**src/rtl/tvm_buffer_wr_arbiter.sv**
```systemverilog
// tvm_buffer_wr_arbiter: round-robin, burst-granular sharing of one tvm_buffer write port (FIFO mode).
// Latency: owner valid/data/ready pass straight through (zero cycles); each grant costs one registered IDLE cycle.
// Backpressure: buf_write_ready is routed only to the owner's req_ready; every non-owner sees ready=0.
//
// Ports:
//   clk, rst                      clock and asynchronous active-high reset
//   req_valid/req_last/req_data   per-producer write requests (producer i uses data slice i)
//   req_ready                     per-producer accept (only the owner can see it high)
//   buf_write_*                   buffer write port (valid, advance, addr=0, data, ready)
//   grant, busy, burst_count      one-hot owner, in-burst flag, words accepted in this burst
module tvm_buffer_wr_arbiter #(
    parameter int NUM_REQ          = 4,
    parameter int DATA_WIDTH       = 8,
    parameter int WR_ADDR_WIDTH    = 1,
    parameter int MAX_BURST        = 8,
    parameter int BURST_CNTR_WIDTH = 4
) (
    input  logic                          clk,
    input  logic                          rst,
    input  logic [NUM_REQ-1:0]            req_valid,
    input  logic [NUM_REQ-1:0]            req_last,
    input  logic [NUM_REQ*DATA_WIDTH-1:0] req_data,
    output logic [NUM_REQ-1:0]            req_ready,
    output logic                          buf_write_valid,
    output logic                          buf_write_advance,
    output logic [WR_ADDR_WIDTH-1:0]      buf_write_addr,
    output logic [DATA_WIDTH-1:0]         buf_write_data,
    input  logic                          buf_write_ready,
    output logic [NUM_REQ-1:0]            grant,
    output logic                          busy,
    output logic [BURST_CNTR_WIDTH-1:0]   burst_count
);
    localparam int IDX_W = $clog2(NUM_REQ);
    // Counter value at which the word being accepted is the last one allowed in the burst.
    localparam logic [BURST_CNTR_WIDTH-1:0] LAST_CNT = BURST_CNTR_WIDTH'(MAX_BURST - 1);

    typedef enum logic [0:0] {
        IDLE  = 1'b0,
        BURST = 1'b1
    } state_t;

    state_t               state;
    logic [IDX_W-1:0]     owner;      // binary index of the granted producer
    logic [IDX_W-1:0]     rr_ptr;     // last producer served; search starts just above it
    logic [IDX_W-1:0]     win_idx;
    logic                 win_found;
    logic                 in_burst;
    logic                 owner_valid;
    logic                 xfer;
    logic                 release_now;
    logic [DATA_WIDTH-1:0] data_arr [NUM_REQ];

    always_comb begin
        for (int i = 0; i < NUM_REQ; i++) begin
            data_arr[i] = req_data[i*DATA_WIDTH +: DATA_WIDTH];
        end
    end

    // Round-robin search: first requester strictly after rr_ptr, wrapping modulo NUM_REQ.
    always_comb begin : arb_search
        logic [IDX_W-1:0] cand;
        win_found = 1'b0;
        win_idx   = '0;
        cand      = '0;
        for (int k = 1; k <= NUM_REQ; k++) begin
            cand = IDX_W'((int'(rr_ptr) + k) % NUM_REQ);
            if (!win_found && req_valid[cand]) begin
                win_found = 1'b1;
                win_idx   = cand;
            end
        end
    end

    assign in_burst    = (state == BURST);
    assign owner_valid = in_burst & req_valid[owner];
    assign xfer        = owner_valid & buf_write_ready;
    assign release_now = xfer & (req_last[owner] | (burst_count == LAST_CNT));

    // Pass-through for the owner; everything reads as zero while IDLE.
    assign buf_write_valid   = owner_valid;
    assign buf_write_advance = owner_valid;
    assign buf_write_addr    = '0;
    assign buf_write_data    = in_burst ? data_arr[owner] : '0;
    assign busy              = in_burst;

    always_comb begin
        req_ready = '0;
        if (in_burst) begin
            req_ready[owner] = buf_write_ready;
        end
    end

    always_ff @(posedge clk or posedge rst) begin
        if (rst) begin
            state       <= IDLE;
            grant       <= '0;
            owner       <= '0;
            burst_count <= '0;
            rr_ptr      <= IDX_W'(NUM_REQ - 1);
        end else begin
            case (state)
                IDLE: begin
                    if (win_found) begin
                        state <= BURST;
                        grant <= {{(NUM_REQ-1){1'b0}}, 1'b1} << win_idx;
                        owner <= win_idx;
                    end
                end
                BURST: begin
                    if (release_now) begin
                        state       <= IDLE;
                        grant       <= '0;
                        burst_count <= '0;
                        rr_ptr      <= owner;
                    end else if (xfer) begin
                        burst_count <= burst_count + 1'b1;
                    end
                end
                default: begin
                    state <= IDLE;
                    grant <= '0;
                end
            endcase
        end
    end
endmodule

```
**config.mk**
```make
export PLATFORM = sky130hd
export DESIGN_NAME = tvm_buffer_wr_arbiter
export DESIGN_NICKNAME = d
export VERILOG_FILES = /design/src/rtl/tvm_buffer_wr_arbiter.sv
export SDC_FILE = /design/constraint.sdc
export NUM_CORES = 1
export LEC_CHECK = 0
export CELL_PAD_IN_SITES_DETAIL_PLACEMENT = 2
export CELL_PAD_IN_SITES_GLOBAL_PLACEMENT = 2
export CORE_MARGIN = 2
export CORE_UTILIZATION = 21
export CTS_CLUSTER_SIZE = 24
export DETAILED_ROUTE_END_ITERATION = 6
export PLACE_DENSITY_LB_ADDON = 0.2
export SLEW_MARGIN = 10
export SYNTH_ARGS = -nofsm -noshare
export SYNTH_HDL_FRONTEND = slang
export SYNTH_SLANG_ARGS = --single-unit
```
**constraint.sdc**
```tcl
create_clock -name clk -period 4.94 [get_ports clk]
set_input_delay 1.482 -clock clk [delete_from_list [all_inputs] [get_ports clk]]
set_output_delay 1.482 -clock clk [all_outputs]
set_load 0.02 [all_outputs]
```
[After elaboration in Yosys (flattened, before gate mapping)]
Cells that the tools add are included.
Operators by class
  equality and inequality tests: 3
  magnitude comparators: 7
  reductions and logical operators: 12
  bitwise logic cells: 7
  shift-type cells: 1
  add/subtract/negate cells: 5
  muxes and demuxes: 35
Operators with widths (number)
  8-bit two-way mux: 3
  4-bit two-way mux: 5
  8-bit binary-select mux with 2-bit select: 1
  2-bit by 3-bit less-than comparator with 1-bit output, second input constant: 5
  1-bit two-way mux: 13
  1-bit binary-select mux with 2-bit select: 6
  2-bit two-way mux: 4
  4-bit one-hot mux with 2 select lines: 1
  2-bit AND reduction: 4
  2-bit by 1-bit adder with 2-bit output, second input constant: 2
  2-bit adder, second input constant: 2
  4-bit by 1-bit adder with 4-bit output, second input constant: 1
  4-bit bitwise AND: 1
  4-bit by 3-bit == test with 1-bit output, second input constant: 1
  1-bit logical AND: 4
  1-bit by 2-bit left shift with 4-bit output, first input constant: 1
  1-bit bitwise AND: 3
  3-bit greater-or-equal comparator, second input constant: 1
  1-bit logical NOT: 3
  2-bit NOT with 3-bit output: 1
  1-bit demux with 2-bit select: 1
  2-bit by 1-bit greater-or-equal comparator with 1-bit output, second input constant: 1
  2-bit by 1-bit inequality test with 1-bit output, second input constant: 1
  2-bit inequality test, second input constant: 1
  other kinds (4): 4
Storage, ports and cells
  logic and storage cells: 75
  input bits: 43
  register bits after elaboration: 13

[Logic depth before layout (Yosys ltp)]
Gate-level depths: netlist of run 1.
  depth after elaboration: 16
  gate-level depth with buffers: 5
  depth with buffers taken out: 4

[Least setup slack after synthesis of run 1]
OpenSTA, ideal clock, no wires.
  kind: input to output
  start: input port req_valid[3]
  end: output port buf_write_valid
  arrival: 2.375 ns
  slack: 1.083 ns
  stages: 3
  path through: mux4_2 and2_1 buf_4
Between the ends
  longest elaborated chain between the ends: 3
Ends and longest elaborated chain
  start, declared: line 20  | input logic [NUM_REQ-1:0] req_valid,
  1-bit binary-select mux with 2-bit select: line 75  | assign owner_valid = in_burst & req_valid[owner];
  1-bit two-way mux (implied by the code): line 75
  1-bit bitwise AND: line 75
  end, declared: line 24  | output logic buf_write_valid,
No other way between the ends. The select of a mux whose other input is x is not followed.

[Final worst setup path of run 1]
  start: input port req_valid[3]
  end: output port buf_write_advance
Between the ends
  longest elaborated chain between the ends: 3
Ends and longest elaborated chain
  1-bit binary-select mux with 2-bit select: line 75
  1-bit two-way mux (implied by the code): line 75
  1-bit bitwise AND: line 75
  end, declared: line 25  | output logic buf_write_advance,
No other way between the ends. The select of a mux whose other input is x is not followed.

==> impl_metrics.env, run 1 <==
export IMPL_synth_lib_cells_used_distinct=39
export IMPL_sequential_fraction_of_the_synthesis_area_pct=31.5
export IMPL_fp_coreArea_um2=4750
export IMPL_grt_setup_unrepaired="false"
export IMPL_insertion_delay_ns=0.24
export IMPL_critical_path_peak_fanout=6
export IMPL_syn2layout_area_growth_pct=70.9
export IMPL_fp_dieH_um=74.4
export IMPL_worstSetupEndpointType="output pin"
export IMPL_drt_wirelength_per_cell_um=15.7
export IMPL_cts_htree_levels=1
export IMPL_power_density_cell_area_nw_per_um2=526
export IMPL_crit_path_start_kind="primary input"
export IMPL_gp_congestion=0.686
export IMPL_slew_viol_final=0
export IMPL_cts_path_max_buffers=2
export IMPL_die_x_um=74.4
export IMPL_via_count_of_the_routed_design=1066
export IMPL_worst_ir_drop_vdd_v=0.000191
export IMPL_initial_utilization_pct=21.9
export IMPL_largest_net_degree_at_the_start_of_global_routing=16
export IMPL_cts_clk_slew_worst_paths_ns=0.05
export IMPL_min_path_type="reg -> reg"
export IMPL_post_cts_setup_buffers=0
export IMPL_synth_cells=99
export IMPL_clockRootBuffer="clkbuf_8"
export IMPL_holdPathStages=2
export IMPL_syn_cell_area_um2=1040
export IMPL_worst_path_largest_cell_delay_ns=0.55
export IMPL_stdcell_area_um2=1780
export IMPL_hold_end="burst_count[3]"
export IMPL_reg2reg_setup_slack_ns=2.70
export IMPL_core_rowCount=25
export IMPL_arrival_time_of_the_worst_setup_path_ns=3.27
export IMPL_worstPathRequired_ns=3.46
export IMPL_critical_path_most_common_cell="clkdlybuf4s50_1"
export IMPL_place_area_um2=1730
export IMPL_portBuffers=65
export IMPL_cp_slowest_cell="clkdlybuf4s50_1"
export IMPL_path_cells="clkdlybuf4s50_1 > mux4_2 > and2_1 > clkdlybuf4s50_1"
export IMPL_finalSetupViolCount=0
export IMPL_yosysWarningCount=0
export IMPL_totalNegativeSetupSlack_ns=0
export IMPL_fin_crit_sh_pct=96.1
export IMPL_count_of_endpoints_failing_hold_in_the_final_timing_report=0
export IMPL_detail_route_wirelength_mm=3.59
export IMPL_cp_top_family="buffers and inverters"
export IMPL_avgSynthCellArea_um2=10.5
export IMPL_crit_type="in -> out"
export IMPL_slew_headroom_pct=48.2
export IMPL_worstReg2RegEnd="rr_ptr[0]"
export IMPL_design_final_nets=206
export IMPL_cts_num_sinks=13
export IMPL_antenna_found_initial=0
export IMPL_count_of_antenna_diodes_in_the_layout=0
export IMPL_tightest_slew_ns=0.777
export IMPL_iteration_count_of_the_initial_detailed_routing_pass=4
export IMPL_worstReg2RegStart="owner[0]"
export IMPL_net_count_after_synthesis=143
export IMPL_final_min_clock_period_ns=4.75
export IMPL_dieArea_um2=5530
export IMPL_grtUsageTotal_pct=13.2
export IMPL_status="completed"
export IMPL_number_of_buffers_added_by_the_clock_tree_synthesis_step=3
export IMPL_rr_worst_depth=4
export IMPL_cts_tree="built"
export IMPL_drtAntennaViolNets=0
export IMPL_hold_start="burst_count[3]"
export IMPL_ioPinCount=67
export IMPL_ctsHoldBuffers=0
export IMPL_post_cts_resized=0
export IMPL_drive_gt1_share_pct=10.6
export IMPL_max_cap_viol_count=0
export IMPL_grt_pass1_vias=1088
export IMPL_cp_buffers_inverters=2
export IMPL_overflow_left_after_global_routing=0
export IMPL_dr_first_iter_drc_count=23
export IMPL_vias_per_cell=4.68
export IMPL_timing_clock_skew_ns=0.000882
export IMPL_synth_ff_latch_count=13
export IMPL_number_of_design_rule_violations_left_after_detail_routing=0
export IMPL_wire_length_of_the_first_global_routing_pass_mm=5.60
export IMPL_post_dp_hpwl_mm=2.87
export IMPL_achievable_frequency_ghz=0.211
export IMPL_leakage_power_summed_over_all_cells_uw=0.000692
[how the worst max path moves through the flow]
stage,to,slack [ns],start,depth (start not counted)
4_1_cts,buf_write_advance,0.18,req_valid[3],4
2_1_floorplan,buf_write_valid,1.08,req_valid[3],3
6_report,buf_write_advance,0.19,req_valid[3],4
3_3_place_gp,buf_write_advance,0.23,req_valid[3],4
5_1_grt,buf_write_advance,0.13,req_valid[3],4
3_5_place_dp,buf_write_advance,0.18,req_valid[3],4
[final cells by class]
type | count | area [um^2]
multi-input combinational | 72 | 643
inverter | 7 | 26.3
sequential | 13 | 328
clock buffer | 4 | 45.0
timing repair buffer | 65 | 651
tap | 67 | 83.8
fill | 535 | 2980
[sequential cells by signal (all words and copies together), names as in the netlist]
| name | flops |
|---|---|
| grant | 4 |
| busy | 1 |
| rr_ptr | 2 |
| burst_count | 4 |
| owner | 2 |
[worst reg2reg max path: cells and delay by family, from the launching register on]
| family | cells | cell delay, ns |
|---|---|---|
| AOI/OAI and AO/OA | 1 | 0.24 |
| DFF | 1 | 0.84 |
| muxes | 2 | 0.98 |
| and+or+nand+nor | 1 | 0.10 |
[report_power, final]
group,internal (uW),switching (uW),total (uW)
Sequential,153,89.0,242
Combinational,330,269,598
Clock,56.9,37.5,94.4
[Yosys cell counts]
cell,instances,area share (%)
a21o_1,2,1.4
ha_1,1,1.2
buf_4,2,1.4
nor4_1,1,0.60
nor3b_1,1,0.72
nand4b_1,1,0.84
dfstp_2,2,5.1
a31oi_4,1,2.0
o21ai_0,4,1.9
nand2b_1,3,1.8
buf_6,1,1.1
nor3_1,2,0.96
nor2b_1,1,0.60
and2_1,9,5.4
o32ai_1,3,2.5
nor2_4,1,1.1
a21oi_1,2,0.96
nand3b_1,1,0.72
buf_2,1,0.48
mux4_2,7,15
mux2_4,1,1.4
clkbuf_1,3,1.1
o22ai_1,1,0.60
o41ai_1,1,0.84
or2_2,1,0.60
conb_1,1,0.36
dfrtp_1,11,26
nor2_1,4,1.4
o311ai_0,1,0.84
nand3_2,1,0.96
mux2i_1,2,1.9
and3_1,1,0.60
nand3_1,1,0.48
o21a_1,1,0.72
nand2_1,11,4.0
mux4_1,3,7.6
a31oi_1,1,0.60
inv_1,7,2.5
a2bb2oi_1,1,0.84
[cell usage in the layout (no fill, tap or decap)]
cell type / n
mux4_2: 7
nand3_1: 1
nor2_1: 4
o21ai_0: 4
and2_1: 9
nor2b_1: 1
clkbuf_8: 3
nor4_1: 1
a31oi_4: 1
ha_1: 1
inv_1: 7
o21a_1: 1
o311ai_0: 1
nor3b_1: 1
mux2_4: 1
nand3b_1: 1
o32ai_1: 3
conb_1: 1
dfstp_2: 2
mux2i_1: 2
mux4_1: 3
nand2b_1: 3
and3_1: 1
clkbuf_1: 1
nand2_1: 11
o41ai_1: 1
a21o_1: 2
nand4b_1: 1
dfrtp_1: 11
or2_2: 1
a21oi_1: 2
a31oi_1: 1
clkdlybuf4s50_1: 65
nor2_4: 1
nor3_1: 2
a2bb2oi_1: 1
nand3_2: 1
o22ai_1: 1
[layer usage]
layer | global-route usage [%] | routed length [um]
met1 | 17.5 | 1560
met3 | 3.12 | 334
met4 | 3.57 | 17
met2 | 21.7 | 1680
met5 | 0 | 0
[logic make-up after synthesis]
| kind of cell | Yosys count | synth area share (%) |
|---|---|---|
| AND/OR/NAND/NOR | 39 | 20.8 |
| flip-flops | 13 | 31.5 |
| multiplexers | 13 | 26.1 |
| AO/OA/AOI/OAI | 18 | 13.4 |
| adder cells (fa/ha/maj) | 1 | 1.20 |
| buffers and inverters | 14 | 6.62 |
| other | 1 | 0.361 |
[through the flow]
step	utilization [%]	hold WS, ns	cells	setup WS, ns	power (uW)
2_1_floorplan	-	0.496	99	1.08	601
3_3_place_gp	36.4	0.517	224	0.235	837
3_5_place_dp	36.4	0.521	224	0.175	859
4_1_cts	37.4	0.533	228	0.176	957
5_1_grt	37.4	0.569	228	0.128	1010
6_report	37.4	0.524	228	0.190	934
Power figures use the tool's default switching activity.
==> inputs of run 2 (changes only) <==
- HOLD_SLACK_MARGIN: not set -> 0.08
- PLACE_DENSITY_LB_ADDON: 0.2 -> 0.1
==> impl_metrics.env, run 2 (same netlist as run 1, synthesis figures left out) <==
export IMPL_grtUsageTotal_pct=14.3
export IMPL_dieArea_um2=5530
export IMPL_design_final_nets=206
export IMPL_wire_length_of_the_first_global_routing_pass_mm=6.09
export IMPL_worstSetupEndpointType="output pin"
export IMPL_crit_type="in -> out"
export IMPL_cts_clk_slew_worst_paths_ns=0.05
export IMPL_worst_path_largest_cell_delay_ns=0.55
export IMPL_final_hold_worst_slack_ns=0.538
export IMPL_drtAntennaViolNets=0
export IMPL_insertion_delay_ns=0.24
export IMPL_grt_pass1_vias=1232
export IMPL_fp_dieH_um=74.4
export IMPL_number_of_buffers_added_by_the_clock_tree_synthesis_step=3
export IMPL_power_density_cell_area_nw_per_um2=530
export IMPL_detail_route_wirelength_mm=3.74
export IMPL_finalSetupViolCount=0
export IMPL_post_dp_hpwl_mm=2.92
export IMPL_timing_clock_skew_ns=0.00328
export IMPL_tightest_slew_ns=0.772
export IMPL_drive_gt1_share_pct=10.6
export IMPL_initial_utilization_pct=21.9
export IMPL_cts_path_max_buffers=2
export IMPL_slew_viol_final=0
export IMPL_min_path_type="reg -> reg"
export IMPL_reg_largest_list="burst_count x4, grant x4"
export IMPL_ioPinCount=67
export IMPL_final_min_clock_period_ns=4.72
export IMPL_via_count_of_the_routed_design=1046
export IMPL_clockRootBuffer="clkbuf_8"
export IMPL_ctsHoldBuffers=0
export IMPL_critical_path_most_common_cell="clkdlybuf4s50_1"
export IMPL_totalNegativeSetupSlack_ns=0
export IMPL_post_cts_resized=0
export IMPL_vias_per_cell=4.59
export IMPL_path_cells="clkdlybuf4s50_1 > mux4_2 > and2_1 > clkdlybuf4s50_1"
export IMPL_leakage_power_summed_over_all_cells_uw=0.000692
export IMPL_count_of_antenna_diodes_in_the_layout=0
export IMPL_core_rowCount=25
export IMPL_largest_net_degree_at_the_start_of_global_routing=16
export IMPL_syn2layout_area_growth_pct=70.9
export IMPL_cp_slowest_cell="clkdlybuf4s50_1"
export IMPL_antenna_found_initial=0
export IMPL_number_of_design_rule_violations_left_after_detail_routing=0
export IMPL_cts_htree_levels=1
export IMPL_fin_crit_sh_pct=95.5
export IMPL_layout_cells_most_common="clkdlybuf4s50_1"
export IMPL_worst_ir_drop_vdd_v=0.000183
export IMPL_portBuffers=65
export IMPL_overflow_left_after_global_routing=0
export IMPL_iteration_count_of_the_initial_detailed_routing_pass=3
export IMPL_cp_buffers_inverters=2
export IMPL_critical_path_peak_fanout=6
export IMPL_achievable_frequency_ghz=0.212
export IMPL_commonest_cells_after_routing_fill_and_taps_aside="clkdlybuf4s50_1 (65), nand2_1 (11), dfrtp_1 (11)"
export IMPL_cts_tree="built"
export IMPL_worstPathRequired_ns=3.46
export IMPL_drt_wirelength_per_cell_um=16.4
export IMPL_post_cts_setup_buffers=0
export IMPL_status="completed"
export IMPL_die_x_um=74.4
export IMPL_arrival_time_of_the_worst_setup_path_ns=3.24
export IMPL_count_of_endpoints_failing_hold_in_the_final_timing_report=0
export IMPL_max_cap_viol_count=0
export IMPL_grt_setup_unrepaired="false"
export IMPL_slew_headroom_pct=48.5
export IMPL_cts_num_sinks=13
export IMPL_gp_congestion=0.754
export IMPL_fp_coreArea_um2=4750
export IMPL_crit_path_start_kind="primary input"
export IMPL_cp_top_family="buffers and inverters"
export IMPL_dr_first_iter_drc_count=32
[run 2: where the power goes]
group	switching (uW)	total, uW	internal, uW
registers	89.4	242	153
logic	275	604	329
clock network	37.6	94.6	56.9
total	402	941	539
[run 2: worst paths after layout]
path,start,endpoint,slack [ns],depth (start not counted)
max in group asynchronous,rst,rr_ptr[0],3.01,2
worst max-delay path,req_valid[3],buf_write_advance,0.22,4
worst max register to register,owner[0],rr_ptr[0],2.70,4
min in group asynchronous,rst,burst_count[0],1.57,2
worst min register to register,grant[1],grant[1],0.54,2
worst min-delay path,grant[1],grant[1],0.54,2
[run 2: area by class of cell]
type | count | area (um^2)
Fill cell | 523 | 2980
Timing Repair Buffer | 65 | 651
Multi-Input combinational cell | 72 | 643
Sequential cell | 13 | 328
Tap cell | 67 | 83.8
Clock buffer | 4 | 45.0
Inverter | 7 | 26.3
[run 2: worst register-to-register path: cells and delay by family (launching register included)]
family | cells | cell delay (ns)
AOI/OAI and AO/OA | 1 | 0.25
DFF | 1 | 0.84
muxes | 2 | 0.98
and+or+nand+nor | 1 | 0.11
[run 2: routing by layer]
metal  track usage (%)  part of all wire (%)  vias up
li1                  -                     -      485
met1              18.3                    45      510
met2              24.8                    48       45
met3              2.44                   6.3        6
met4              4.17                   1.1        0
met5                 0                     0        -
[run 2: per-stage QoR]
stage                     total power (uW)  std cells  instance area, um^2  utilization [%]  setup WS (ns)
after floorplan                        601         99                 1040                -           1.08
after global placement                 840        224                 1730             36.4          0.236
after detailed placement               857        224                 1730             36.4          0.211
after CTS                              957        228                 1780             37.4          0.206
after global routing                  1010        228                 1780             37.4          0.150
final                                  941        228                 1780             37.4          0.223
==> inputs of run 3 (changes only) <==
--- a/config.mk
+++ b/config.mk
@@ -8,4 +8,5 @@
 export CELL_PAD_IN_SITES_DETAIL_PLACEMENT = 2
 export CELL_PAD_IN_SITES_GLOBAL_PLACEMENT = 2
+export CORE_ASPECT_RATIO = 1.1
 export CORE_MARGIN = 2
 export CORE_UTILIZATION = 21
==> constraint.sdc (replaced) <==
create_clock -name clk -period 4.94 [get_ports clk]
set_input_delay 0.494 -clock clk [delete_from_list [all_inputs] [get_ports clk]]
set_output_delay 0.494 -clock clk [all_outputs]
set_load 0.02 [all_outputs]
==> impl_metrics.env, run 3 (same netlist as run 1, synthesis figures left out) <==
export IMPL_final_critical_path_setup_slack_ns=2.04
export IMPL_grt_pass1_vias=1185
export IMPL_grtUsageTotal_pct=13.8
export IMPL_fillCellCount=500
export IMPL_insertion_delay_ns=0.24
export IMPL_footprint_of_the_multi_input_gates_um2=643
export IMPL_power_switching_uw=398
export IMPL_crit_path_start_kind="flop"
export IMPL_number_of_design_rule_violations_left_after_detail_routing=0
export IMPL_crit_type="reg -> out"
export IMPL_min_path_type="reg -> reg"
export IMPL_via_count_of_the_routed_design=1042
export IMPL_timing_clock_skew_ns=0.00244
export IMPL_dr_first_iter_drc_count=34
export IMPL_dieArea_um2=5530
export IMPL_grt_setup_unrepaired="false"
export IMPL_critical_path_startpoint="owner[0]"
export IMPL_post_dp_hpwl_mm=3.01
export IMPL_status="completed"
export IMPL_tightest_slew_ns=0.743
export IMPL_wire_length_of_the_first_global_routing_pass_mm=6.07
export IMPL_cts_htree_levels=1
export IMPL_drive_gt1_share_pct=10.6
export IMPL_dp_cells=213
export IMPL_layout_cells_most_common="clkdlybuf4s50_1"
export IMPL_cts_num_sinks=13
export IMPL_comb_power_share_pct=64.2
export IMPL_worstPathRequired_ns=4.45
export IMPL_finalSetupViolCount=0
export IMPL_gp_congestion=0.781
export IMPL_leakage_power_summed_over_all_cells_uw=0.000692
export IMPL_worstReg2RegStart="owner[0]"
export IMPL_worst_ir_drop_vdd_v=0.000151
export IMPL_design_final_nets=206
export IMPL_totalNegativeSetupSlack_ns=0
export IMPL_syn2layout_area_growth_pct=69.6
export IMPL_clockRootBuffer="clkbuf_8"
export IMPL_vias_per_cell=4.80
export IMPL_ctsHoldBuffers=0
export IMPL_count_of_endpoints_failing_hold_in_the_final_timing_report=0
export IMPL_reg_largest_list="burst_count x4, grant x4"
export IMPL_slew_headroom_pct=50.5
export IMPL_number_of_buffers_added_by_the_clock_tree_synthesis_step=3
export IMPL_overflow_left_after_global_routing=0
export IMPL_max_cap_viol_count=0
export IMPL_drt_wirelength_per_cell_um=17.1
export IMPL_die_x_um=71.1
export IMPL_cell_internal_pwr_uw=539
export IMPL_power_clock_fraction_pct=10.3
export IMPL_ioPinCount=67
export IMPL_hold_start="burst_count[3]"
export IMPL_cts_path_max_buffers=2
export IMPL_dp_worst_setup_slack_ns=2.18
export IMPL_finish_cell_count_without_fillers=217
export IMPL_final_min_clock_period_ns=2.90
export IMPL_portBuffers=65
export IMPL_arrival_time_of_the_worst_setup_path_ns=2.41
export IMPL_detail_route_wirelength_mm=3.70
export IMPL_drtAntennaViolNets=0
export IMPL_cts_tree="built"
export IMPL_core_rowCount=26
export IMPL_power_sequential_fraction_pct=25.5
export IMPL_worstSetupEndpointType="output pin"
export IMPL_achievable_frequency_ghz=0.344
export IMPL_cts_clk_slew_worst_paths_ns=0.06
export IMPL_critical_path_peak_fanout=15
export IMPL_slew_viol_final=0
export IMPL_netSwitchingFraction_pct=42.5
export IMPL_fp_dieH_um=77.8
export IMPL_seq_area_um2=328
export IMPL_count_of_antenna_diodes_in_the_layout=0
export IMPL_iteration_count_of_the_initial_detailed_routing_pass=3
export IMPL_fin_crit_sh_pct=58.8
export IMPL_antenna_found_initial=0
export IMPL_commonest_cells_after_routing_fill_and_taps_aside="clkdlybuf4s50_1 (65), nand2_1 (11), dfrtp_1 (11)"
export IMPL_post_cts_setup_buffers=0
export IMPL_power_density_cell_area_nw_per_um2=531
export IMPL_initial_utilization_pct=22.0
export IMPL_fp_coreArea_um2=4720
export IMPL_largest_net_degree_at_the_start_of_global_routing=16
export IMPL_post_cts_resized=0
==> run 3: cell counts in the layout (fill, tap and decap cells not counted) <==
Identical to the previous run, type by type.
==> run 3: final timing paths <==
path / to / cells past startpoint / slack (ns)
hold / removal: burst_count[3] / 2 / 0.52
setup / recovery: buf_write_data[2] / 3 / 2.04
hold reg to reg: burst_count[3] / 2 / 0.52
setup reg to reg: rr_ptr[0] / 4 / 2.73
max in group asynchronous: rr_ptr[1] / 2 / 3.98
min in group asynchronous: burst_count[0] / 2 / 0.59
==> run 3: power by group through the flow <==
stage                     registers, uW  clock network, uW  logic (uW)
after floorplan                     219                  0         383
after global placement              244                  0         596
after detailed placement            247                  0         610
after CTS                           246                100         612
after global routing                257                106         652
final                               239               96.1         602
==> run 3: routing by layer <==
metal	GRT usage [%]	share of wire, %
met4	4.34	2.1
met1	16.1	42
met5	0	0
met3	2.60	5.4
met2	25.2	50
==> run 3: worst max-delay path, cell delays in order (launching register included) <==
cell and delay, ns:
dfrtp_1 0.82, mux4_1 0.64, and2_1 0.17, clkdlybuf4s50_1 0.53
==> run 3: area by class of cell <==
| class | instances | area share, % |
|---|---|---|
| repair buffers | 65 | 36.9 |
| multi-input cells | 72 | 36.5 |
| flip-flops and latches | 13 | 18.6 |
| well taps | 56 | 3.97 |
| clock buffers | 4 | 2.56 |
| inverters | 7 | 1.49 |
==> run 3: metrics by stage <==
stage	hold WS (ns)	util, %	power, uW	area, um^2
after floorplan	0.370	-	601	1040
after global placement	0.505	36.4	840	1720
after detailed placement	0.520	36.4	857	1720
after CTS	0.535	37.4	958	1760
after global routing	0.579	37.4	1010	1760
final	0.523	37.4	937	1760
==> edit 1 (config.mk and constraints of run 3) <==
`BURST_CNTR_WIDTH`: 4 -> 6.
--- a/src/rtl/tvm_buffer_wr_arbiter.sv
+++ b/src/rtl/tvm_buffer_wr_arbiter.sv
@@ -15,3 +15,3 @@
     parameter int MAX_BURST        = 8,
-    parameter int BURST_CNTR_WIDTH = 4
+    parameter int BURST_CNTR_WIDTH = 6
 ) (
Interface: changed (resized burst_count); port bits go from 67 to 69. No check against the original RTL was run, so the function may have changed too.
==> edit 1 against run 3 <==
  * Clock skew increased by 0.0031 ns
  * Die area increased by 10%
  * Worst setup slack got worse by 0.094 ns
  * Area after synthesis increased by 11%
  * Clock power increased by 11%
  * Total power increased by 5.8%
  * Routed wire length increased by 9.4%
  * Critical endpoint is now buf_write_valid
  * Global-route usage increased by 0.076 points
  * Final area increased by 9.2%
  * Maximum frequency decreased by 3.1%
  * First-iteration DRC count decreased by 59%
  * Sequential cell count increased by 2
  * Largest power group unchanged
  * Highest routed layer unchanged
==> edit 1: results (changes against run 3) <==
stage	metric	value	unit	change
synthesis	synthMuxAreaShare	0.250		was 0.261
setup_path	cp_max_fo	15		unchanged
clocking	numCtsBuffers	3		unchanged
global_route	met2_usage	0.236		was 0.252
finish	nets	213		was 206
routing	drtIter0Drc	14		was 34
synthesis	synth_fp_nets	147		was 143
global_route	grt_usage	0.139		was 0.138
clocking	cts_setup_buffers	0		unchanged
timing	tightest_slew	0.732	ns	was 0.743 ns
global_route	grt_util_met1	0.173		was 0.161
global_route	grt_pass1_wl	6350	um	was 6070 um
finish	fillerInstances	580		was 500
run_status	status	completed		unchanged
place	gp_congestion	0.784		was 0.781
timing	clock_skew	0.00557	ns	was 0.00244 ns
clocking	cts-root-buf	clkbuf_8		unchanged
synthesis	synth_cell_types	38		was 39
routing	first_pass_iters	3		unchanged
synthesis	async_reset_ff_frac	1.00		unchanged
power_and_ir_drop	ir_drop	0.210	mV	was 0.151 mV
finish	drive_gt1_frac	0.119		was 0.106
setup_path	cp.arrival	2.50	ns	was 2.41 ns
place	dpl.hpwl	3260	um	was 3010 um
synthesis	synth.area.top_cells	dfrtp_1 28%, mux4_2 14%, mux4_1 6.8%		was dfrtp_1 26%, mux4_2 15%, mux4_1 7.6%
synthesis	ys_warn_count	0		unchanged
setup_path	slowest_delay	0.82	ns	about the same
clocking	cts_buffer_depth	2		unchanged
place	port_buffers	67		was 65
synthesis	synth_commonest_cells	13 x dfrtp_1, 10 x nor2_1, 9 x and2_1		was 11 x dfrtp_1, 11 x nand2_1, 9 x and2_1
routing	via_per_inst	4.67		was 4.80
place	placed_area	1880	um^2	was 1720 um^2
routing	routedWlPerCell	16.7	um	was 17.1 um
global_route	grt_max_degree	17		was 16
clocking	cts_max_level	1		unchanged
synthesis	synthFlopType	dfrtp_1		unchanged
synthesis	synth_xor_area_frac	0		unchanged
global_route	first_global_vias	1283		was 1185
clocking	post_cts_resized	0		unchanged
clocking	cts.clk_slew.worst_paths	0.07	ns	
finish	layout_top_registers	burst_count: 6 flops, grant: 4 flops		was burst_count: 4 flops, grant: 4 flops
synthesis	synth_compound_gate_area_share	0.145		was 0.134
min_path	hold_class	reg2reg		unchanged
global_route	grtUsageMet3	0.0270		was 0.0260
synthesis	synthAdderAreaFrac	0.0109		was 0.0120
synthesis	ys_seq_area_frac	0.328		was 0.315
global_route	antenna_found_initial	0		unchanged
finish	insertedDiodeCount	0		unchanged
clocking	clk_latency	0.26	ns	was 0.24 ns
power_and_ir_drop	leakage	0.769	nW	was 0.692 nW
## edit 1: changes by cell type in the layout (fill, tap and decap cells not counted), sizes merged, moves of 3 or more
cell and delta:
inv -4, a22o +5, nor2 +5, nor2b +4
nand2 -7, o32ai -3
## edit 1: area by class of cell
class / count / area [um^2] / area share
Clock buffer: 3 / 41.3 / 0.0214
Clock inverter: 1 / 7.51 / 0.00390
Inverter: 3 / 11.3 / 0.00585
Multi-Input combinational cell: 79 / 723 / 0.376
Sequential cell: 15 / 378 / 0.196
Tap cell: 75 / 93.8 / 0.0487
Timing Repair Buffer: 67 / 671 / 0.348
## edit 1: cells by family after synthesis
| family | after synthesis |
|---|---|
| AO/OA/AOI/OAI | 20 |
| adder cells (fa/ha/maj) | 1 |
| buffers and inverters | 9 |
| flip-flops | 15 |
| multiplexers | 14 |
| other | 1 |
| AND/OR/NAND/NOR | 43 |
## edit 1: stage by stage
stage	hold slack [ns]	std cells	power, mW	setup slack, ns	utilization
after floorplan	0.394	103	0.634	3.00	-
after global placement	0.488	239	0.887	2.14	0.352
after detailed placement	0.497	239	0.900	2.11	0.352
after CTS	0.518	243	1.01	1.86	0.362
after global routing	0.552	243	1.07	1.76	0.362
final	0.514	243	0.991	1.94	0.362
## edit 1: routing by layer
layer | part of all wire | up-vias
met5 | 0 | -
met4 | 0.014 | 0
met3 | 0.077 | 5
met2 | 0.45 | 58
met1 | 0.46 | 553
li1 | - | 518
## edit 1: path summary, 6_finish.rpt
path                                from              end  slack, ns  depth (start not counted)
worst max-delay path            owner[0]  buf_write_valid       1.94                          3
worst max register to register  owner[0]         grant[0]       2.63                          4
min in group asynchronous            rst         grant[2]       0.59                          2
worst min-delay path            grant[3]         grant[3]       0.51                          1
worst min register to register  grant[3]         grant[3]       0.51                          1
max in group asynchronous            rst   burst_count[5]       3.97                          2
## edit 1: power breakdown
group / switching, mW / internal [mW]
combinational: 0.274 / 0.344
sequential: 0.0930 / 0.172
clock: 0.0504 / 0.0569
total: 0.418 / 0.574
==> edit 2 (flow settings as in run 3) <==
Made on the original files. One comparison of `burst_count` changes from == to >=.
--- a/src/rtl/tvm_buffer_wr_arbiter.sv
+++ b/src/rtl/tvm_buffer_wr_arbiter.sv
@@ -76,3 +76,3 @@
     assign xfer        = owner_valid & buf_write_ready;
-    assign release_now = xfer & (req_last[owner] | (burst_count == LAST_CNT));
+    assign release_now = xfer & (req_last[owner] | (burst_count >= LAST_CNT));
 
Function: no difference found for any inputs over 4 cycles, from zero or initial values and one cycle with rst high; that may be too few to reach the edited logic, so the function may still have changed.
==> edit 2 against run 3 <==
  * Worst setup slack worse by 0.14 ns
  * Via count rose by 0.96%
  * Register-to-register slack worse by 0.04 ns
  * Count of clock-buffer cells in the layout fell by 1
  * Critical path type unchanged
  * Total power increased by 3.9%
  * Final area decreased by 0.78%
  * Die area down 0.91%
  * Sequential cell count unchanged
  * Clock skew shrank 0.00062 ns
  * Routed wire length up 1.6%
  * Area after synthesis fell by 0.96%
  * Maximum frequency shrank 4.5%
  * Global-route usage increased by 0.56 points
==> edit 2: results (changes against run 3) <==
stage	metric	value	unit	change
run_status	status	completed		unchanged
synthesis	synth.area.top_cells	dfrtp_1 27%, mux4_2 15%, dfstp_2 5.1%		was dfrtp_1 26%, mux4_2 15%, mux4_1 7.6%
place	dpl.hpwl	2960	um	was 3010 um
setup_path	r2r_slack	2.69	ns	was 2.73 ns
synthesis	synthMuxAreaShare	0.248		was 0.261
global_route	grt_usage	0.144		was 0.138
place	dpl.cell_count	208		was 213
timing	whs	0.521	ns	was 0.523 ns
setup_path	slowest_delay	0.76	ns	was 0.82 ns
routing	via_per_inst	4.96		was 4.80
min_path	min_path_cells	1		was 2
routing	first_pass_iters	4		was 3
setup_path	cp.arrival	2.55	ns	was 2.41 ns
routing	routedWlPerCell	17.7	um	was 17.1 um
synthesis	synth.avg_cell_area	10.8	um^2	was 10.5 um^2
global_route	first_global_vias	1196		was 1185
synthesis	synth_commonest_cells	11 x dfrtp_1, 8 x and2_1, 7 x mux4_2, 7 x nand2_1, 6 x nor2_1		was 11 x dfrtp_1, 11 x nand2_1, 9 x and2_1
global_route	antenna_found_initial	0		unchanged
synthesis	ys_seq_area_frac	0.318		was 0.315
routing	wl	3760	um	was 3700 um
min_path	hold_start	grant[3]		was burst_count[3]
place	placed_area	1700	um^2	was 1720 um^2
setup_path	startpoint	owner[1]		was owner[0]
power_and_ir_drop	leakage	0.683	nW	was 0.692 nW
place	gp_congestion	0.697		was 0.781
power_and_ir_drop	ir_drop	0.207	mV	was 0.151 mV
synthesis	synthAdderAreaFrac	0.0122		was 0.0120
timing	tightest_slew	0.741	ns	was 0.743 ns
synthesis	synth_cell_types	38		was 39
finish	fillerInstances	513		was 500
timing	clock_skew	0.00181	ns	was 0.00244 ns
synthesis	synth_compound_gate_area_share	0.193		was 0.134
synthesis	synth_fp_nets	139		was 143
min_path	min_to	grant[3]		was burst_count[3]
global_route	grt_pass1_wl	6350	um	was 6070 um
finish	nets	201		was 206
## edit 2: report_power, final
part / switching [mW] / internal [mW]
logic: 0.287 / 0.344
clock network: 0.0384 / 0.0558
registers: 0.0950 / 0.153
## edit 2: through the flow
stage	power (mW)	setup slack (ns)
floorplan	0.626	2.75
finish	0.973	1.90
detailed placement	0.893	1.93
CTS	0.995	1.84
global placement	0.877	2.02
global route	1.05	1.68
## edit 2: layout make-up
cell class | count | area (um^2) | share of cell area
repair buffers | 65 | 651 | 0.372
multi-input cells | 71 | 643 | 0.368
flip-flops and latches | 13 | 328 | 0.187
well taps | 56 | 70.1 | 0.0401
clock buffers | 3 | 41.3 | 0.0236
inverters | 3 | 11.3 | 0.00644
clock inverters | 1 | 5.00 | 0.00286
## edit 2: layer usage
layer,GRT usage,share of wire,up-vias
met1,0.184,0.43,521
met3,0.0234,0.049,5
li1,-,-,481
met4,0.0340,0.0098,0
met5,0,0,-
met2,0.252,0.51,45
